[src/rtl/word_serial_tx_pkg.sv]
// Shared definitions for the word-serial transmitter and its matching receiver:
// state encodings, default geometry and the idle level of the serial line.
package word_serial_tx_pkg;

    typedef enum logic [1:0] {
        ST_IDLE  = 2'd0,
        ST_START = 2'd1,
        ST_DATA  = 2'd2,
        ST_STOP  = 2'd3
    } tx_state_e;

    localparam int   DEF_DATA_W  = 16;
    localparam int   DEF_CLK_DIV = 4;
    localparam int   BIT_CNT_W   = 5;
    localparam logic LINE_IDLE   = 1'b1;

endpackage

[src/rtl/word_serial_tx_bit_timer.sv]
// Modulo-CLK_DIV bit-period counter; tick marks the last cycle of each bit period.
// Shared with the matching receiver.
module bit_timer #(
    parameter int CLK_DIV = 4
) (
    input  logic clock,
    input  logic reset_n,
    input  logic clear,
    output logic tick
);

    localparam logic [7:0] LAST = 8'(CLK_DIV - 1);

    logic [7:0] cnt_q;
    logic [7:0] cnt_d;

    assign tick = (cnt_q == LAST);

    always_comb begin
        cnt_d = cnt_q + 8'd1;
        if (clear || tick) begin
            cnt_d = 8'd0;
        end
    end

    always_ff @(posedge clock or negedge reset_n) begin
        if (!reset_n) begin
            cnt_q <= 8'd0;
        end else begin
            cnt_q <= cnt_d;
        end
    end

endmodule

[src/rtl/word_serial_tx.sv]
// Parallel-in serial-out transmitter: start bit, DATA_W data bits LSB-first, stop bit.
// Handshake: a word is taken on any rising edge where ready=1 and load=1; load is ignored otherwise.
module word_serial_tx
    import word_serial_tx_pkg::*;
#(
    parameter int DATA_W  = DEF_DATA_W,
    parameter int CLK_DIV = DEF_CLK_DIV
) (
    input  logic              clock,
    input  logic              reset_n,
    input  logic [DATA_W-1:0] data_in,
    input  logic              load,
    output logic              ready,
    output logic              busy,
    output logic              tx_out,
    output logic              done,
    output logic [1:0]        dbg_state_o
);

    localparam logic [BIT_CNT_W-1:0] LAST_BIT = BIT_CNT_W'(DATA_W - 1);

    tx_state_e             state_q, state_d;
    logic [DATA_W-1:0]     shift_q, shift_d;
    logic [BIT_CNT_W-1:0]  bit_cnt_q, bit_cnt_d;
    logic                  tx_q, tx_d;
    logic                  done_q, done_d;
    logic                  timer_clr;
    logic                  tick;

    bit_timer #(
        .CLK_DIV (CLK_DIV)
    ) u_bit_timer (
        .clock   (clock),
        .reset_n (reset_n),
        .clear   (timer_clr),
        .tick    (tick)
    );

    always_comb begin
        state_d   = state_q;
        shift_d   = shift_q;
        bit_cnt_d = bit_cnt_q;
        tx_d      = tx_q;
        done_d    = 1'b0;
        timer_clr = 1'b0;
        case (state_q)
            ST_IDLE: begin
                // Timer held at zero so the start bit gets a full period.
                timer_clr = 1'b1;
                tx_d      = LINE_IDLE;
                if (load) begin
                    shift_d = data_in;
                    state_d = ST_START;
                    tx_d    = 1'b0;
                end
            end
            ST_START: begin
                if (tick) begin
                    state_d   = ST_DATA;
                    tx_d      = shift_q[0];
                    bit_cnt_d = '0;
                end
            end
            ST_DATA: begin
                if (tick) begin
                    shift_d   = shift_q >> 1;
                    bit_cnt_d = bit_cnt_q + 1'b1;
                    if (bit_cnt_q == LAST_BIT) begin
                        state_d = ST_STOP;
                        tx_d    = LINE_IDLE;
                    end else begin
                        tx_d = shift_q[1];
                    end
                end
            end
            ST_STOP: begin
                if (tick) begin
                    state_d = ST_IDLE;
                    done_d  = 1'b1;
                    tx_d    = LINE_IDLE;
                end
            end
            default: begin
                state_d = ST_IDLE;
                tx_d    = LINE_IDLE;
            end
        endcase
    end

    always_ff @(posedge clock or negedge reset_n) begin
        if (!reset_n) begin
            state_q   <= ST_IDLE;
            shift_q   <= '0;
            bit_cnt_q <= '0;
            tx_q      <= LINE_IDLE;
            done_q    <= 1'b0;
        end else begin
            state_q   <= state_d;
            shift_q   <= shift_d;
            bit_cnt_q <= bit_cnt_d;
            tx_q      <= tx_d;
            done_q    <= done_d;
        end
    end

    assign ready       = (state_q == ST_IDLE);
    assign busy        = ~ready;
    assign tx_out      = tx_q;
    assign done        = done_q;
    assign dbg_state_o = state_q;

endmodule

[config.mk]
export PLATFORM = sky130hd
export DESIGN_NAME = word_serial_tx
export DESIGN_NICKNAME = d
export VERILOG_FILES = /design/src/rtl/word_serial_tx_pkg.sv /design/src/rtl/word_serial_tx_bit_timer.sv /design/src/rtl/word_serial_tx.sv
export SDC_FILE = /design/constraint.sdc
export NUM_CORES = 1
export LEC_CHECK = 0
export CAP_MARGIN = 0
export CELL_PAD_IN_SITES_DETAIL_PLACEMENT = 0
export CELL_PAD_IN_SITES_GLOBAL_PLACEMENT = 1
export CORE_UTILIZATION = 37
export DETAILED_ROUTE_END_ITERATION = 12
export PLACE_DENSITY = 0.72
export SLEW_MARGIN = 10
export SYNTH_ARGS = -nofsm -noshare
export SYNTH_HDL_FRONTEND = slang
export SYNTH_SLANG_ARGS = --single-unit
[constraint.sdc]
create_clock -name clock -period 1.8 [get_ports clock]
set_input_delay 0.36 -clock clock [delete_from_list [all_inputs] [get_ports clock]]
set_output_delay 0.36 -clock clock [all_outputs]
set_load 0.01 [all_outputs]
; Word level (Yosys, flattened, before mapping)
; Index checks and enable logic that the tools add are counted.
[classes]
addsub = 2
n_eq_ne = 10
mux = 22
bitwise = 1
n_reduce_logical = 8
[ops]
columns = cell, count
row1 = $mux 16, 2
row2 = $pmux 16 s2, 1
row3 = $mux 2, 5
row4 = $mux 5, 2
row5 = $pmux 5 s2, 1
row6 = $reduce_and 3->1, 3
row7 = $add 8x1->8 const B, 1
row8 = $eq 8x2->1 const B, 1
row9 = $mux 1, 8
row10 = $mux 8, 1
row11 = $pmux 2 s4, 1
row12 = $ne 2x1->1 const B, 3
row13 = $add 5x1->5 const B, 1
row14 = $eq 5x4->1 const B, 1
row15 = $reduce_and 5->1, 1
row16 = $eq 2x2->1 const B, 2
row17 = $ne 2x2->1 const B, 2
row18 = $pmux 1 s4, 1
row19 = $reduce_bool 2->1, 2
row20 = $eq 2x1->1 const B, 1
row21 = $logic_not 2->1, 1
row22 = $logic_or 1x1->1, 1
row23 = $not 1->1, 1
[word_totals]
regBits = 33
in_bits = 19
word_cells = 49

; Logic depth before layout (Yosys ltp)
[depth]
ltp_word = 4
depth_mapped = 8
ltp_nobuf = 6

; Modules after synthesis
; A second synthesis with hierarchy kept.
[hier_totals]
cells_unflattened = 145
area_unflattened_um2 = 1791.7
[modules_own_cells]
columns = mod, n_inst, cells_each, area_per_inst_um2, seq_area_each_um2
row1 = word_serial_tx, 1, 106, 1383.8, 626.9
row2 = bit_timer, 1, 39, 407.9, 200.2

; Worst setup path before layout
; No wires, ideal clock.
[synth_timing]
path_type = register to register
from = register state_q[0], in the netlist dbg_state_o[0]
to = register shift_q[10]
setup_ns = 0.077
arrival_ns = 1.766
t_required_ns = 1.723
setup_slack_ns = -0.043
path_stages_with_launch = 8
period_less_slack_ns = 1.843
cell_sequence = dfrtp_1 -> inv_1 -> ha_1 -> mux2_2 -> nand3_1 -> buf_4 -> o22ai_1 -> a21oi_1
[synth_via]
elab_chain_len = 3
[synth_lines]
columns = item, line_no
row1 = "start, declared", word_serial_tx.sv:22  ; tx_state_e state_q, state_d;
row2 = "start signal, assigned", word_serial_tx.sv:98  ; state_q <= state_d;
row3 = $logic_not 2->1 (*), --
row4 = named net ready, word_serial_tx.sv:13  ; output logic ready,
row5 = $ne 2x2->1 (no source line) / $reduce_bool 2->1 (equally long branches), --
row6 = $reduce_and 3->1 (no source line), --
row7 = "end signal, assigned", word_serial_tx.sv:99  ; shift_q <= shift_d;
row8 = "end, declared", word_serial_tx.sv:23  ; logic [DATA_W-1:0] shift_q, shift_d;
; The timed path passes the listed nets; every way through them passes the cells marked *.
; A chain may end at the register's enable or synchronous reset.

; Worst setup path after layout
[layout_timing]
from = register tx_q, in the netlist tx_out
to = output port tx_out
[layout_lines]
columns = item, line_no
row1 = "start, declared", word_serial_tx.sv:25  ; logic tx_q, tx_d;
row2 = "start signal, assigned", word_serial_tx.sv:101  ; tx_q <= tx_d;
row3 = "end, declared", word_serial_tx.sv:15  ; output logic tx_out,
; No word-level cell between the ends.

==> flow_metrics.env <==
export IMPL_outcome="completed"
export IMPL_clockBufferDepth=2
export IMPL_finalWeightedCongestion=0.868
export IMPL_ctsHoldBuffers=0
export IMPL_crit_path_start_kind="flop"
export IMPL_start_util_pct=39.7
export IMPL_postSynth_asyncResetShare_pct=100
export IMPL_vdd_drop_max_uv=726
export IMPL_clock_skew_ns=0.00554
export IMPL_cts_tree="built"
export IMPL_antenna_found_initial=0
export IMPL_rr_worst_depth=6
export IMPL_insertedDiodeCount=0
export IMPL_crit_family="flip-flops"
export IMPL_post_route_util_pct=50.5
export IMPL_vias=1404
export IMPL_fin_crit_sh_pct=94.1
export IMPL_synthCells=157
export IMPL_setup_slack_ns=0.105
export IMPL_core_area_um2=4140
export IMPL_dp_slack_ns=0.0333
export IMPL_min_path_cells=1
export IMPL_final_common_cell="dfrtp_1"
export IMPL_relSlewSlack_pct=72.8
export IMPL_drv_cap=0
export IMPL_drive_above_1_share_pct=13.5
export IMPL_finalHoldViolations=0
export IMPL_worst_slew_pin_transition_ns=0.405
export IMPL_first_pass_iters=4
export IMPL_die_x_um=68.7
export IMPL_initialDrtViolationCount=60
export IMPL_syn_num_nets=183
export IMPL_dieArea_um2=4710
export IMPL_arrival_ns=1.33
export IMPL_path_max_fanout=2
export IMPL_critical_path_class="reg2out"
export IMPL_cp_cell_sequence="clkdlybuf4s50_1"
export IMPL_grt_use_total_pct=16.6
export IMPL_synth_edf_count=0
export IMPL_critPathSlowestCell="dfstp_2"
export IMPL_htreeDepth=2
export IMPL_path_buf_inv=1
export IMPL_ys_seq_area_share_pct=50.3
export IMPL_synthFlopType="dfrtp_1"
export IMPL_critical_path_endpoint_type="output pin"
export IMPL_clock_sinks=33
export IMPL_syn_avg_cell_area_um2=10.5
export IMPL_setup_viol=0
export IMPL_nNetsFinal=218
export IMPL_setup_tns_ns=0
export IMPL_ys_seq_elements=33
export IMPL_route_detailed_drc=0
export IMPL_drv_slew=0
export IMPL_area_delta_synth_final_pct=27.3
export IMPL_cts_inserted_buffers=5
export IMPL_min_from="u_bit_timer.cnt_q[0]"
export IMPL_yosys_warnings=0
export IMPL_reg2reg_slack_ns=0.11
export IMPL_finalCriticalPeriod_ns=1.69
export IMPL_clkTransAtPathRegs_ns=0.06
export IMPL_grt_ovfl_total=0
export IMPL_hold_end="u_bit_timer.cnt_q[0]"
export IMPL_r2r_end="dbg_state_o[1]"
export IMPL_min_delay_path_class="reg2reg"
export IMPL_cpPeakStageDelay_ns=0.53
export IMPL_chipHeight_um=68.7
export IMPL_port_buffers=24
export IMPL_leakage_uw=0.000877
export IMPL_grt_max_degree=34
export IMPL_synth_area_um2=1640
export IMPL_synth_distinct_cells=33
export IMPL_wl_mm=3.58
export IMPL_viasPerCell=5.78
export IMPL_clockRootBuffer="clkbuf_8"
export IMPL_nFillCells=397
export IMPL_final_cell_mix="32 x dfrtp_1, 31 x o22ai_1, 22 x clkdlybuf4s50_1"
export IMPL_grt_pass1_vias=1311
export IMPL_rr_startpoint="dbg_state_o[1]"
export IMPL_insertion_delay_ns=0.27
export IMPL_io_pins=25
export IMPL_critPathRequiredTime_ns=1.44
export IMPL_fp_row_count=23
export IMPL_postRouteAntennaNets=0
export IMPL_post_drt_wl_per_cell_um=14.7
export IMPL_fmax_mhz=590
export IMPL_grt_pass1_wl_mm=5.78
export IMPL_power_density_nw_per_um2=1760
export IMPL_hpwl_mm=2.47
-- per-layer routing --
| layer | vias to the layer above | wire [um] | global-route usage [%] |
|---|---|---|---|
| li1 | 670 | - | - |
| met4 | 0 | 31 | 5.73 |
| met1 | 686 | 1670 | 21.9 |
| met5 | - | 0 | 0 |
| met3 | 5 | 194 | 4.28 |
| met2 | 43 | 1690 | 26.2 |
-- how the worst max path moves through the flow --
stage          slack (ns)           to                 start  depth (start not counted)
5_1_grt           -0.0008   shift_q[8]  u_bit_timer.cnt_q[5]                          5
4_1_cts              0.09   shift_q[3]        dbg_state_o[0]                          6
3_3_place_gp         0.04   shift_q[4]                  load                          5
3_5_place_dp         0.03  shift_q[10]                  load                          5
6_report             0.11       tx_out                tx_out                          1
2_1_floorplan        0.04  shift_q[10]        dbg_state_o[0]                          7
-- logic make-up after synthesis --
group                    share of synthesized area [%]
AO/OA/AOI/OAI                                     22.7
adder cells (fa/ha/maj)                           5.33
flip-flops                                        50.3
AND/OR/NAND/NOR                                   11.7
multiplexers                                      1.37
buffers and inverters                             5.40
XOR/XNOR                                          3.20
-- report_power, final --
group	switching, uW	leakage (uW)	total [uW]	internal, uW
clock network	244	0.0000395	518	274
registers	241	0.000406	1300	1060
logic	935	0.000431	1870	930
total	1420	0.000877	3690	2270
-- synth_stat cells, types with 3 or more instances --
| cell type | instances | area (um^2) |
|---|---|---|
| nor2_1 | 3 | 11.3 |
| dfrtp_1 | 32 | 801 |
| nor3_1 | 9 | 45.0 |
| ha_1 | 7 | 87.6 |
| xor2_1 | 3 | 26.3 |
| o22ai_1 | 31 | 194 |
| clkbuf_1 | 4 | 15.0 |
| inv_1 | 5 | 18.8 |
| and3_1 | 4 | 25.0 |
| xnor2_1 | 3 | 26.3 |
| nand3_1 | 5 | 25.0 |
| a21oi_1 | 16 | 80.1 |
| nand2_1 | 8 | 30.0 |
-- sequential cells by signal, summed over array words and instances, names as in the netlist --
register	flops
shift_q	16
u_bit_timer.cnt_q	8
bit_cnt_q	5
dbg_state_o	2
done	1
tx_out	1
-- area by class of cell --
cell class | instances | area [um^2] | area share, %
inverter | 5 | 18.8 | 0.897
multi-input combinational | 109 | 749 | 35.8
tap | 50 | 62.6 | 2.99
clock buffer | 8 | 80.1 | 3.83
sequential | 33 | 827 | 39.5
timing repair buffer | 38 | 355 | 17.0
-- timing repair --
item | CTS | global route
resized for setup | 2 | 2
setup endpoints to repair | 2 | 11
setup buffers | 1 | 0
pin swaps | 0 | 1
-- metrics by stage --
step | hold slack [ns] | cell area, um^2 | total power, uW | cells
6_report | 0.467 | 2090 | 3690 | 243
5_1_grt | 0.493 | 2090 | 3980 | 243
4_1_cts | 0.467 | 2080 | 3690 | 243
3_5_place_dp | 0.458 | 1990 | 3160 | 234
3_3_place_gp | 0.454 | 1990 | 3080 | 234
2_1_floorplan | 0.0644 | 1650 | 2550 | 157
No activity file was read; power rests on OpenSTA's default activity.
==> RTL change: new RTL, same settings <==
Reset style: synchronous (`reset_n`), changed in 2 clocked blocks.
--- a/src/rtl/word_serial_tx_bit_timer.sv
+++ b/src/rtl/word_serial_tx_bit_timer.sv
@@ -25,3 +25,3 @@
 
-    always_ff @(posedge clock or negedge reset_n) begin
+    always_ff @(posedge clock) begin
         if (!reset_n) begin
--- a/src/rtl/word_serial_tx.sv
+++ b/src/rtl/word_serial_tx.sv
@@ -89,3 +89,3 @@
 
-    always_ff @(posedge clock or negedge reset_n) begin
+    always_ff @(posedge clock) begin
         if (!reset_n) begin
Behaviour: differs if reset_n is asserted again (counterexample within 4 cycles, from zero or initial values and one cycle with reset_n low); with reset_n held inactive, the same outputs for 10 cycles.
==> RTL change against the unedited design <==
- design area increased by 2.8%
- worst setup slack improved by 9.4 ps
- power decreased by 25%
- final cell count increased by 11%
- sequential cell count unchanged
- combinational power decreased by 36%
- area after synthesis increased by 0.38%
- routed wire length increased by 9.1%
- via count increased by 4.8%
- non-clock buffer count unchanged
- critical endpoint is now shift_q[12]
==> RTL change: results (changes against the unedited design) <==
DETAIL_ROUTE.ITER0.VIOLATIONS=66  # +10%
STATUS='finished, final reports clean'
CTS.REPAIR.RESIZED=4  # +2
PLACEMENT.CELL_AREA_SQ_UM=1989  # -0.25%
GRT_USE_MET3_PCT=6.743  # +2.5 points
POWERSEQ_W=0.000941  # -28%
LAST_ELEMENT_OF_THE_CRITICAL_PATH='shift_q[12]'
FINAL.MIN_CLOCK_PERIOD_PS=1685  # -9.446 ps
TIMING.HOLD.WS_PS=436.2  # -31.21 ps
WORST_HOLD_LAUNCH='u_bit_timer.cnt_q[0]'
CRITPATHLAUNCH='dbg_state_o[1]'
CLK_LATENCY_PS=290  # +20 ps
SKEW_PS=5.143  # -0.4014 ps
ROUTEDLENGTHMET1_MM=1.865  # +12%
SYNTH_COMMON_CELLS='sky130_fd_sc_hd__dfxtp_1 (33), sky130_fd_sc_hd__o21ai_0 (18), sky130_fd_sc_hd__a31oi_1 (15), sky130_fd_sc_hd__nor3b_1 (15), sky130_fd_sc_hd__a21boi_1 (11)'
TIMING.RR.START='dbg_state_o[1]'
NETSWITCHINGPOWER_W=0.0009916  # -30%
SYNTHTOPCELLSBYAREA='sky130_fd_sc_hd__dfxtp_1 (40%), sky130_fd_sc_hd__nor3b_1 (6.8%), sky130_fd_sc_hd__a31oi_1 (5.7%)'
TIGHTEST_PIN_TRANSITION_PS=394.7  # -10.67 ps
SYNTH_FP_NETS=211  # +15%
CPLARGESTDELAYFAMILY='buffers and inverters'
CRIT_PATH_MAX_CELL_DELAY_PS=330  # -200 ps
YOSYSSEQAREASHARE_PCT=40.03  # -10 points
DETAILED_PLACE_HPWL_MM=2.556  # +3.6%
POSTCTSSETUPBUFFERS=0  # -1
PWR.GROUP.COMBINATIONAL_W=0.00119  # -36%
DRIVE_GT1_SHARE_PCT=13.24  # -0.23 points
GLOBALROUTEMET1UTIL_PCT=23.02  # +1.1 points
YOSYS.CELL_TYPES.COUNT=36  # +9.1%
GLOBALROUTEMET2UTIL_PCT=28.92  # +2.7 points
OVERALL_POWER_W=0.002747  # -25%
==> RTL change: cell types whose count changed in the layout (fill, tap and decap cells not counted), sizes merged, moves of 3 or more <==
| cell | change |
|---|---|
| dfrtp | -32 |
| o21ai | +15 |
| o22ai | -30 |
| dfxtp | +33 |
| a31oi | +15 |
| a21boi | +17 |
| nor3 | -8 |
| nand3 | +3 |
| nor2 | +8 |
| nor3b | +14 |
| a21oi | -13 |
==> RTL change: final cells by class <==
cell class | count | area (sq um)
flip-flops and latches | 33 | 660.6
repair buffers | 38 | 371.6
fillers | 408 | 1992
clock inverters | 1 | 5.005
multi-input cells | 133 | 929.6
inverters | 7 | 26.28
well taps | 50 | 62.56
clock buffers | 7 | 96.34
==> RTL change: cell families after synthesis <==
family / share of synthesized area, %
AO/OA/AOI/OAI: 24.03
adder cells (fa/ha/maj): 5.307
XOR/XNOR: 3.185
multiplexers: 1.895
flip-flops: 40.03
buffers and inverters: 5.383
AND/OR/NAND/NOR: 20.17
